<file path="config.mk">
export PLATFORM = sky130hd
export DESIGN_NAME = fetch_unit
export DESIGN_NICKNAME = d
export VERILOG_FILES = /design/src/rtl/fetch_unit.sv
export SDC_FILE = /design/constraint.sdc
export NUM_CORES = 1
export LEC_CHECK = 0
export CORE_UTILIZATION = 40
export CTS_CLUSTER_SIZE = 16
export DETAILED_ROUTE_END_ITERATION = 12
export GPL_TIMING_DRIVEN = 0
export SYNTH_ARGS = -nofsm -noshare
export SYNTH_HDL_FRONTEND = slang
export SYNTH_SLANG_ARGS = --single-unit
</file>
<file path="constraint.sdc">
create_clock -name clk -period 4.9 [get_ports clk]
set_clock_uncertainty 0.05 [all_clocks]
set_input_delay 0.98 -clock clk [delete_from_list [all_inputs] [get_ports clk]]
set_output_delay 0.98 -clock clk [all_outputs]
set_load 0.05 [all_outputs]
</file>
<file path="src/rtl/fetch_unit.sv">
// Instruction fetch front end: issues in-order word fetches under a two-slot credit
// limit, tags them with their address and buffers responses for the decoder.
module fetch_unit #(
    parameter logic [31:0] RESET_PC = 32'h0000_0000,
    parameter logic [31:0] NOP_INSN = 32'h0000_0013
) (
    input  logic        clk,
    input  logic        rst_n,
    output logic        imem_req,
    output logic [31:0] imem_addr,
    input  logic        imem_gnt,
    input  logic        imem_rvalid,
    input  logic [31:0] imem_rdata,
    output logic [31:0] insn,
    output logic [31:0] pc,
    output logic        insn_valid,
    input  logic        insn_ready,
    input  logic        redirect,
    input  logic [31:0] redirect_pc
);

    logic [31:0]       fetch_pc, fetch_pc_n;
    logic [1:0][31:0]  tag_q, tag_n;
    logic [1:0]        tag_cnt, tag_cnt_n;
    logic [1:0][31:0]  fifo_insn, fifo_insn_n;
    logic [1:0][31:0]  fifo_pc, fifo_pc_n;
    logic [1:0]        fifo_cnt, fifo_cnt_n;
    logic [1:0]        kill_cnt, kill_n;
    logic [2:0]        in_use;
    logic              grant, rsp_kill, rsp_take, push, pop;

    // Killed requests still occupy a credit until their response comes back.
    assign in_use   = {1'b0, tag_cnt} + {1'b0, kill_cnt} + {1'b0, fifo_cnt};
    assign imem_req = rst_n & ~redirect & (in_use < 3'd2);
    assign grant    = imem_req & imem_gnt;

    assign rsp_kill = imem_rvalid & (kill_cnt != 2'd0);
    assign rsp_take = imem_rvalid & (kill_cnt == 2'd0) & (tag_cnt != 2'd0);
    assign push     = rsp_take & ~redirect;

    assign insn_valid = (fifo_cnt != 2'd0);
    assign pop        = insn_valid & insn_ready;
    assign insn       = insn_valid ? fifo_insn[0] : NOP_INSN;
    assign pc         = insn_valid ? fifo_pc[0] : fetch_pc;
    assign imem_addr  = fetch_pc;

    always_comb begin
        tag_n       = tag_q;
        tag_cnt_n   = tag_cnt;
        fifo_insn_n = fifo_insn;
        fifo_pc_n   = fifo_pc;
        fifo_cnt_n  = fifo_cnt;
        kill_n      = kill_cnt - {1'b0, rsp_kill};
        fetch_pc_n  = fetch_pc;

        if (rsp_take) begin
            tag_n[0]  = tag_q[1];
            tag_cnt_n = tag_cnt - 2'd1;
        end
        if (grant) begin
            tag_n[tag_cnt_n[0]] = fetch_pc;
            tag_cnt_n           = tag_cnt_n + 2'd1;
            fetch_pc_n          = fetch_pc + 32'd4;
        end

        if (pop) begin
            fifo_insn_n[0] = fifo_insn[1];
            fifo_pc_n[0]   = fifo_pc[1];
            fifo_cnt_n     = fifo_cnt - 2'd1;
        end
        if (push) begin
            fifo_insn_n[fifo_cnt_n[0]] = imem_rdata;
            fifo_pc_n[fifo_cnt_n[0]]   = tag_q[0];
            fifo_cnt_n                 = fifo_cnt_n + 2'd1;
        end

        // Every live request becomes a kill, less the one whose response lands now.
        if (redirect) begin
            kill_n     = kill_n + tag_cnt - {1'b0, rsp_take};
            tag_cnt_n  = 2'd0;
            fifo_cnt_n = 2'd0;
            fetch_pc_n = redirect_pc & ~32'h3;
        end
    end

    always_ff @(posedge clk or negedge rst_n) begin
        if (!rst_n) begin
            fetch_pc  <= RESET_PC;
            tag_q     <= '0;
            tag_cnt   <= 2'd0;
            fifo_insn <= '0;
            fifo_pc   <= '0;
            fifo_cnt  <= 2'd0;
            kill_cnt  <= 2'd0;
        end else begin
            fetch_pc  <= fetch_pc_n;
            tag_q     <= tag_n;
            tag_cnt   <= tag_cnt_n;
            fifo_insn <= fifo_insn_n;
            fifo_pc   <= fifo_pc_n;
            fifo_cnt  <= fifo_cnt_n;
            kill_cnt  <= kill_n;
        end
    end

endmodule
</file>
### Word-level counts from Yosys, hierarchy flattened

Cells that the tools add are included.

| storage, ports and cells | value |
|---|---|
| register bits | 230 |
| latch bits | 0 |
| bits in writable memories | 0 |
| bits in read-only memories | 0 |
| bits of input ports | 70 |
| word-level logic and storage cells | 65 |
| memories kept | 0 |

| cells by class | value |
|---|---|
| $add $sub $neg | 10 |
| multiply operators | 0 |
| divide/modulo/power cells | 0 |
| order comparisons | 5 |
| equality and inequality tests | 0 |
| shifts and indexed selects | 0 |
| multiplexer cells | 24 |
| bitwise operators | 9 |
| reductions and logical operators | 7 |

Operator list:

| cell | count |
|---|---|
| $mux 32 | 12 |
| $bwmux 64 | 3 |
| $demux 32 s1 | 2 |
| $add 32x3->32 const B | 1 |
| $mux 2 | 7 |
| $and 1x1->1 | 8 |
| $reduce_bool 2->1 | 4 |
| $add 2x1->2 const B | 2 |
| $lt 1x2->1 const B | 2 |
| $sub 2x1->2 | 2 |
| $sub 2x1->2 const B | 2 |
| $add 2x2->3 | 1 |
| $add 3x2->3 | 1 |
| $lt 3x2->1 const B | 1 |
| $add 2x2->2 | 1 |
| $ge 1x1->1 const B | 2 |
| $logic_and 1x1->1 | 2 |
| $logic_not 2->1 | 1 |
| $not 1->1 | 1 |

### Longest topological paths before layout

Gate-level depths: netlist (run 1).

| depth | value |
|---|---|
| depth in word-level cells | 10 |
| mapped depth | 12 |
| gate-level depth less buffers | 10 |

### Worst setup path before layout (run 1)

OpenSTA, ideal clock, no wires.

| timing path | value |
|---|---|
| path kind | reg-to-output |
| start | register tag_cnt[1] |
| end | output port imem_req |
| data arrival time | 3.010 ns |
| data required time | 3.870 ns |
| path slack | 0.860 ns |
| stages on the path, launching flop included | 7 |
| path buffers | 0 |
| cell sequence | dfrtp_1 -> inv_1 -> fa_1 -> inv_1 -> ha_1 -> xnor2_1 -> nor4b_1 |

| between the ends | value |
|---|---|
| word-level cells in the longest chain between the ends | 4 |

Ends and longest elaborated chain:

| element | RTL line | RTL |
|---|---|---|
| start, declared | 24 | `logic [1:0] tag_cnt, tag_cnt_n;` |
| start signal, assigned | 98 | `tag_cnt <= tag_cnt_n;` |
| $add 2x2->3 | 33 | `assign in_use = {1'b0, tag_cnt} + {1'b0, kill_cnt} + {1'b0, fifo_cnt};` |
| $add 3x2->3 | 33 |  |
| $lt 3x2->1 | 34 | `assign imem_req = rst_n & ~redirect & (in_use < 3'd2);` |
| $and 1x1->1 | 34 |  |
| end, declared | 9 | `output logic imem_req,` |

Every way passes these cells.

### Worst setup path after layout (run 1)

| timing path | value |
|---|---|
| start | register fifo_cnt[0] |
| end | output port pc[25] |

| between the ends | value |
|---|---|
| word-level cells in the longest chain between the ends | 2 |

Ends and longest elaborated chain:

| element | RTL line | RTL |
|---|---|---|
| start, declared | 27 | `logic [1:0] fifo_cnt, fifo_cnt_n;` |
| start signal, assigned | 101 | `fifo_cnt <= fifo_cnt_n;` |
| $reduce_bool 2->1 | 41 | `assign insn_valid = (fifo_cnt != 2'd0);` |
| $mux 32 | 44 | `assign pc = insn_valid ? fifo_pc[0] : fetch_pc;` |
| end, declared | 15 | `output logic [31:0] pc,` |

Every way passes these cells.

==> out/qor.txt, run 1 <==
Post-Synthesis Cells: 989
CTS clk-pin slew, worst paths: 0.06 ns
CP Capture Type: output port
detailed-route wire length per cell: 19.01 um
vias: 8222
# Max-Cap Violations: 0
area share of fa/ha/maj cells after synthesis: 1.308%
worst min-delay path class: primary input to asynchronous set/reset pin
synth warn: 0
Final setup viols: 0
total design power: 8.281 mW
CTS Hold Bufs: 0
CTS Sinks: 226
count leader, synth: dfrtp_1
Most common cell on crit path: clkbuf_1
largest net degree at the start of global routing: 92
main flop type after synthesis: dfrtp_1
CTS max path bufs: 3
CTS root buf: clkbuf_16
Vias/cell: 5.224
Post-CTS Setup Inserts: 0
grt total ovfl: 0
fraction of layout cells with a size suffix above 1: 23.04%
global-route wire length before repair: 47.84 mm
Routability Congestion: 0.7981
Pre-antenna DRT Iters: 5
CP max FO: 10
detailed-placement wirelength estimate: 20.21 mm
VDD IR max: 400.1 uV
PD cells: 586.3 nW/um2
initial antenna violation count: 0
Total GRT Usage: 21.40%
Final Max Slew Viols: 0
R2R depth: 10
CTS buffer count: 26
Final Hold Viols: 0
slew margin rel.: 33.76%
Post-Route WL: 29.92 mm
XOR/XNOR Fraction of Synth Area: 0.7102%
Required @ worst endpoint: 3.87 ns
status: finished, final reports clean
cell area after synthesis: 11100 um2
Synth Area in Compound Gates: 10.64%
Site Rows: 60
CP peak stage delay: 0.70 ns
core area: 27100 um2
Leak: 6.003 nW
Die H: 168.6 um
largest cells by area after synthesis: dfrtp_1, mux2_2, mux2i_1
die area: 28420 um2
Tmin final: 4.634 ns
CP Cell Sequence: inv_1 -> ha_1 -> clkbuf_1 -> clkbuf_1 -> mux2_2 -> clkdlybuf4s50_1
Max H-tree Level: 1
ANT cells: 0
Final Cell Area: 14120 um2
DP Worst Slack: 0.3835 ns
CTS tree: built
Routed Antenna Nets: 0
period utilization: 94.58%
Yosys cell types: 57
Final nets: 1263
Initial DRC Count: 544
Post-synth top cells: dfrtp_1, nand2_1, mux2_2, o21ai_0, mux2i_1
post-cts resize count: 0
CP Depth: 6
vias in the first global route: 8401
area share of the largest cell type after synthesis: 50.95%
initial core utilization: 40.96%
WS Path Type: register to output port
width of the die: 168.6 um
startpoint types: register
count of input and output buffers: 162
Layout area overhead: 27.26%
cell family with most CP delay: buffers and inverters
final worst slack: 0.2657 ns
Post-Synth Simple-Gate Area: 14.00%
CP max stage cell: clkdlybuf4s50_1
sequential fraction of the synthesis area: 50.95%
Worst-Margin Slew: 0.9936 ns
RSZ-0062 raised after global routing: no
largest family of logic cells by synthesized area: multiplexers
hold slack: 0.3078 ns
DRC viols: 0
Fmax: 215.8 MHz
Yosys top cell by area: dfrtp_1
I/O pin count: 168
Skew-Pair Late Insertion Delay: 0.53 ns
DP Area: 13250 um2
Async S/R FF share, synth: 100.0%
mean post-synth cell area: 11.22 um2
Critical path buffers and inverters: 4
synthesized flop and latch total: 226
mux contribution to synthesized area: 18.53%
EDFF count, synth: 0
setup TNS: 0 ns
Worst EP arrival: 3.60 ns
==> power by group <==
part / switching [mW] / total [mW] / internal, mW
logic: 2.04 / 3.45 / 1.41
registers: 0.417 / 2.86 / 2.44
clock network: 0.787 / 1.97 / 1.18
total: 3.24 / 8.28 / 5.04
==> worst paths after layout <==
| check | startpoint | endpoint | slack [ns] |
|---|---|---|---|
| min in group clk | tag_q[18] | fifo_pc[18] | 0.45 |
| worst min register to register | tag_q[18] | fifo_pc[18] | 0.45 |
| worst min-delay path | rst_n | fifo_insn[22] | 0.31 |
| worst max register to register | tag_cnt[0] | fifo_pc[53] | 1.18 |
| worst max-delay path | fifo_cnt[0] | pc[25] | 0.27 |
| max in group asynchronous | rst_n | fifo_pc[25] | 3.70 |
==> flip-flops by register name (all words and copies together), names as in the netlist <==
signal,cells
fifo_insn,64
imem_addr,30
fifo_pc,64
tag_cnt,2
tag_q,62
kill_cnt,2
fifo_cnt,2
==> area by class of cell <==
| cell class | instances | area, um2 |
|---|---|---|
| inverters | 15 | 56.30 |
| plain buffers | 72 | 367.9 |
| repair buffers | 164 | 1682 |
| clock buffers | 41 | 808.3 |
| multi-input cells | 677 | 5024 |
| fillers | 2491 | 12980 |
| clock inverters | 7 | 66.31 |
| well taps | 372 | 465.4 |
| flip-flops and latches | 226 | 5655 |
==> cell usage in the layout (no fill, tap or decap), types with 3 or more instances in the layout <==
master           synthesis  layout
inv_2                    3       3
a31oi_1                  4       4
nor4_4                   3       3
dfrtp_1                226     226
clkinv_2                 0       5
o311ai_0                 8       8
nor2b_1                 36      36
mux2i_1                 66      66
nand2_1                160     160
o211ai_1                10      10
xnor2_1                  6       6
or2_2                    4       4
ha_1                    10      10
inv_1                   12      12
a221o_1                  6       6
clkbuf_8                 0       8
nand3_1                 11      11
a31oi_2                 30      30
nor2_2                  30      30
nor3_1                   4       4
mux2_2                 124     124
and3_1                   6       6
buf_4                    3       3
nor2_1                  19      19
nand4_1                  9       9
xor2_1                   3       3
clkbuf_1                44      50
clkbuf_16                0      27
buf_2                   15      15
o21ai_0                 82      82
and2_1                   3       3
clkdlybuf4s50_1          0     161
nor4_1                   3       3
buf_6                    9       9
a21oi_1                  5       5
==> logic make-up after synthesis <==
| family | after synthesis |
|---|---|
| compound gates | 162 |
| xor+xnor | 9 |
| fa+ha+maj | 11 |
| buf+inv | 87 |
| flops | 226 |
| mux | 190 |
| other cells | 1 |
| simple gates | 303 |
==> layer usage <==
| metal | global-route usage [%] | routed length (um) | vias up |
|---|---|---|---|
| met5 | 0 | 0 | - |
| met4 | 5.138 | 621 | 0 |
| met3 | 2.806 | 1383 | 43 |
| met2 | 34.85 | 13790 | 229 |
| met1 | 30.27 | 14120 | 4096 |
| li1 | - | - | 3854 |
==> per-stage QoR <==
stage,utilization [%],cells
floorplan,-,990
global placement,48.67,1524
detailed placement,48.89,1526
CTS,52.12,1574
global route,52.12,1574
finish,52.12,1574
No activity file was read; power rests on OpenSTA's default activity.
==> run 2: changes to the inputs <==
--- a/config.mk
+++ b/config.mk
@@ -9,6 +9,8 @@
 export CTS_CLUSTER_SIZE = 16
 export DETAILED_ROUTE_END_ITERATION = 12
 export GPL_TIMING_DRIVEN = 0
+export PLACE_DENSITY = 0.58
+export SKIP_LAST_GASP = 1
 export SYNTH_ARGS = -nofsm -noshare
 export SYNTH_HDL_FRONTEND = slang
 export SYNTH_SLANG_ARGS = --single-unit
==> constraint.sdc (replaced) <==
create_clock -name clk -period 4.35 [get_ports clk]
set_clock_uncertainty 0.05 [all_clocks]
set_input_delay 0.87 -clock clk [delete_from_list [all_inputs] [get_ports clk]]
set_output_delay 0.87 -clock clk [all_outputs]
set_load 0.05 [all_outputs]
==> run 2 against run 1 <==
Effect of this change: core utilization is 0.27 points lower; worst hold slack worse by 0.050 ns; die area stayed put; largest power group unchanged; highest routed layer unchanged.
==> out/qor.txt, run 2 (synthesized netlist as in run 1, its figures left out) <==
startpoint types: register
slew margin rel.: 34.44%
global-route wire length before repair: 47.52 mm
DRC viols: 0
RSZ-0062 raised after global routing: no
CTS clk-pin slew, worst paths: 0.06 ns
NetSw: 3.606 mW
Fmax: 242.7 MHz
reg-to-reg startpoint: tag_cnt[0]
Reg power frac: 35.1%
R2R depth: 10
commonest non-fill, non-tap cell in the layout: dfrtp_1
CTS Sinks: 226
Logic pwr share: 42.3%
Site Rows: 60
detailed-route wire length per cell: 19.11 um
core area: 27100 um2
Largest regs: fifo_insn: 64 flops, fifo_pc: 64 flops, tag_q: 62 flops
worst min-delay path class: primary input to asynchronous set/reset pin
Leak: 5.971 nW
die area: 28420 um2
ANT cells: 0
CTS tree: built
reg2reg end: fifo_pc[50]
Total GRT Usage: 21.29%
Layout area overhead: 26.60%
Routability Congestion: 0.7922
CP max FO: 10
Worst-Margin Slew: 0.9833 ns
vias in the first global route: 8242
Sw Ratio: 39.37%
width of the die: 168.6 um
Required @ worst endpoint: 3.43 ns
Pre-antenna DRT Iters: 5
Post-Route WL: 30.01 mm
initial core utilization: 40.96%
Final setup viols: 0
status: finished, final reports clean
worst reg-to-reg setup slack: 0.71 ns
CTS buffer count: 27
initial antenna violation count: 0
Max H-tree Level: 1
total design power: 9.158 mW
Skew-Pair Late Insertion Delay: 0.53 ns
CP Capture Type: output port
hold slack: 0.2579 ns
clock network power share: 22.5%
Final Max Slew Viols: 0
most frequent cells in the layout: dfrtp_1, nand2_1, clkdlybuf4s50_1
CTS root buf: clkbuf_16
count of input and output buffers: 162
Final Hold Viols: 0
Worst EP arrival: 3.20 ns
Vias/cell: 5.238
Post-CTS Setup Inserts: 0
PD cells: 651.7 nW/um2
grt total ovfl: 0
# Max-Cap Violations: 0
vias: 8229
CTS Hold Bufs: 0
Initial DRC Count: 557
detailed-placement wirelength estimate: 19.94 mm
Final nets: 1264
Tmin final: 4.120 ns
setup TNS: 0 ns
fraction of layout cells with a size suffix above 1: 22.60%
post-cts resize count: 4
CTS max path bufs: 3
WS Path Type: register to output port
I/O pin count: 168
period utilization: 94.70%
largest net degree at the start of global routing: 117
Die H: 168.6 um
Routed Antenna Nets: 0
internal power: 5.552 mW
VDD IR max: 426.5 uV
[run 2: through the flow]
| step | std cells | utilization [%] | cell area [um2] | setup slack [ns] |
|---|---|---|---|---|
| after global placement | 1524 | 48.67 | 13190 | -7.882 |
| final | 1571 | 51.85 | 14050 | 0.2304 |
| after detailed placement | 1525 | 48.79 | 13220 | -0.1879 |
| after CTS | 1571 | 51.85 | 14050 | 0.1984 |
| after global routing | 1571 | 51.85 | 14050 | 0.05027 |
| after floorplan | 990 | - | 11100 | 0.4200 |
[run 2: critical path, cell delays in order, from the launching register on]
cell and delay (ns):
dfrtp_1 0.40, inv_1 0.12, ha_1 0.19, clkbuf_2 0.32
clkbuf_1 0.49, mux2_2 0.41, clkdlybuf4s50_1 0.74
[run 2: area by class of cell]
| cell class | instances | area [um2] |
|---|---|---|
| Inverter | 15 | 56.30 |
| Buffer | 72 | 370.4 |
| Timing Repair Buffer | 164 | 1690 |
| Tap cell | 372 | 465.4 |
| Clock buffer | 42 | 772.0 |
| Fill cell | 2494 | 13050 |
| Sequential cell | 226 | 5655 |
| Multi-Input combinational cell | 677 | 5024 |
| Clock inverter | 3 | 18.77 |
[run 2: worst max path at each step]
stage                 from          end  slack (ns)  depth (start not counted)
2_1_floorplan   tag_cnt[1]     imem_req        0.42                          6
3_3_place_gp         rst_n  fifo_pc[50]       -7.88                          1
3_5_place_dp         rst_n     imem_req       -0.19                          4
4_1_cts        fifo_cnt[0]       pc[28]        0.20                          6
5_1_grt        fifo_cnt[0]       pc[29]        0.05                          6
6_report       fifo_cnt[0]       pc[28]        0.23                          6
[run 2: power by group through the flow]
stage	Combinational [mW]	Sequential [mW]	Clock [mW]
after floorplan	2.66	3.25	0
after global placement	3.84	3.24	0
after detailed placement	3.89	3.25	0
after CTS	3.91	3.22	2.11
after global routing	4.15	3.31	2.19
final	3.88	3.22	2.06
[run 2: per-layer routing]
metal  vias to the layer above  track usage (%)  wire (um)
met5                         -                0          0
met4                         0            4.625        414
met3                        38            2.852       1400
met2                       225            33.61      13630
met1                      4101            31.16      14570
li1                       3865                -          -
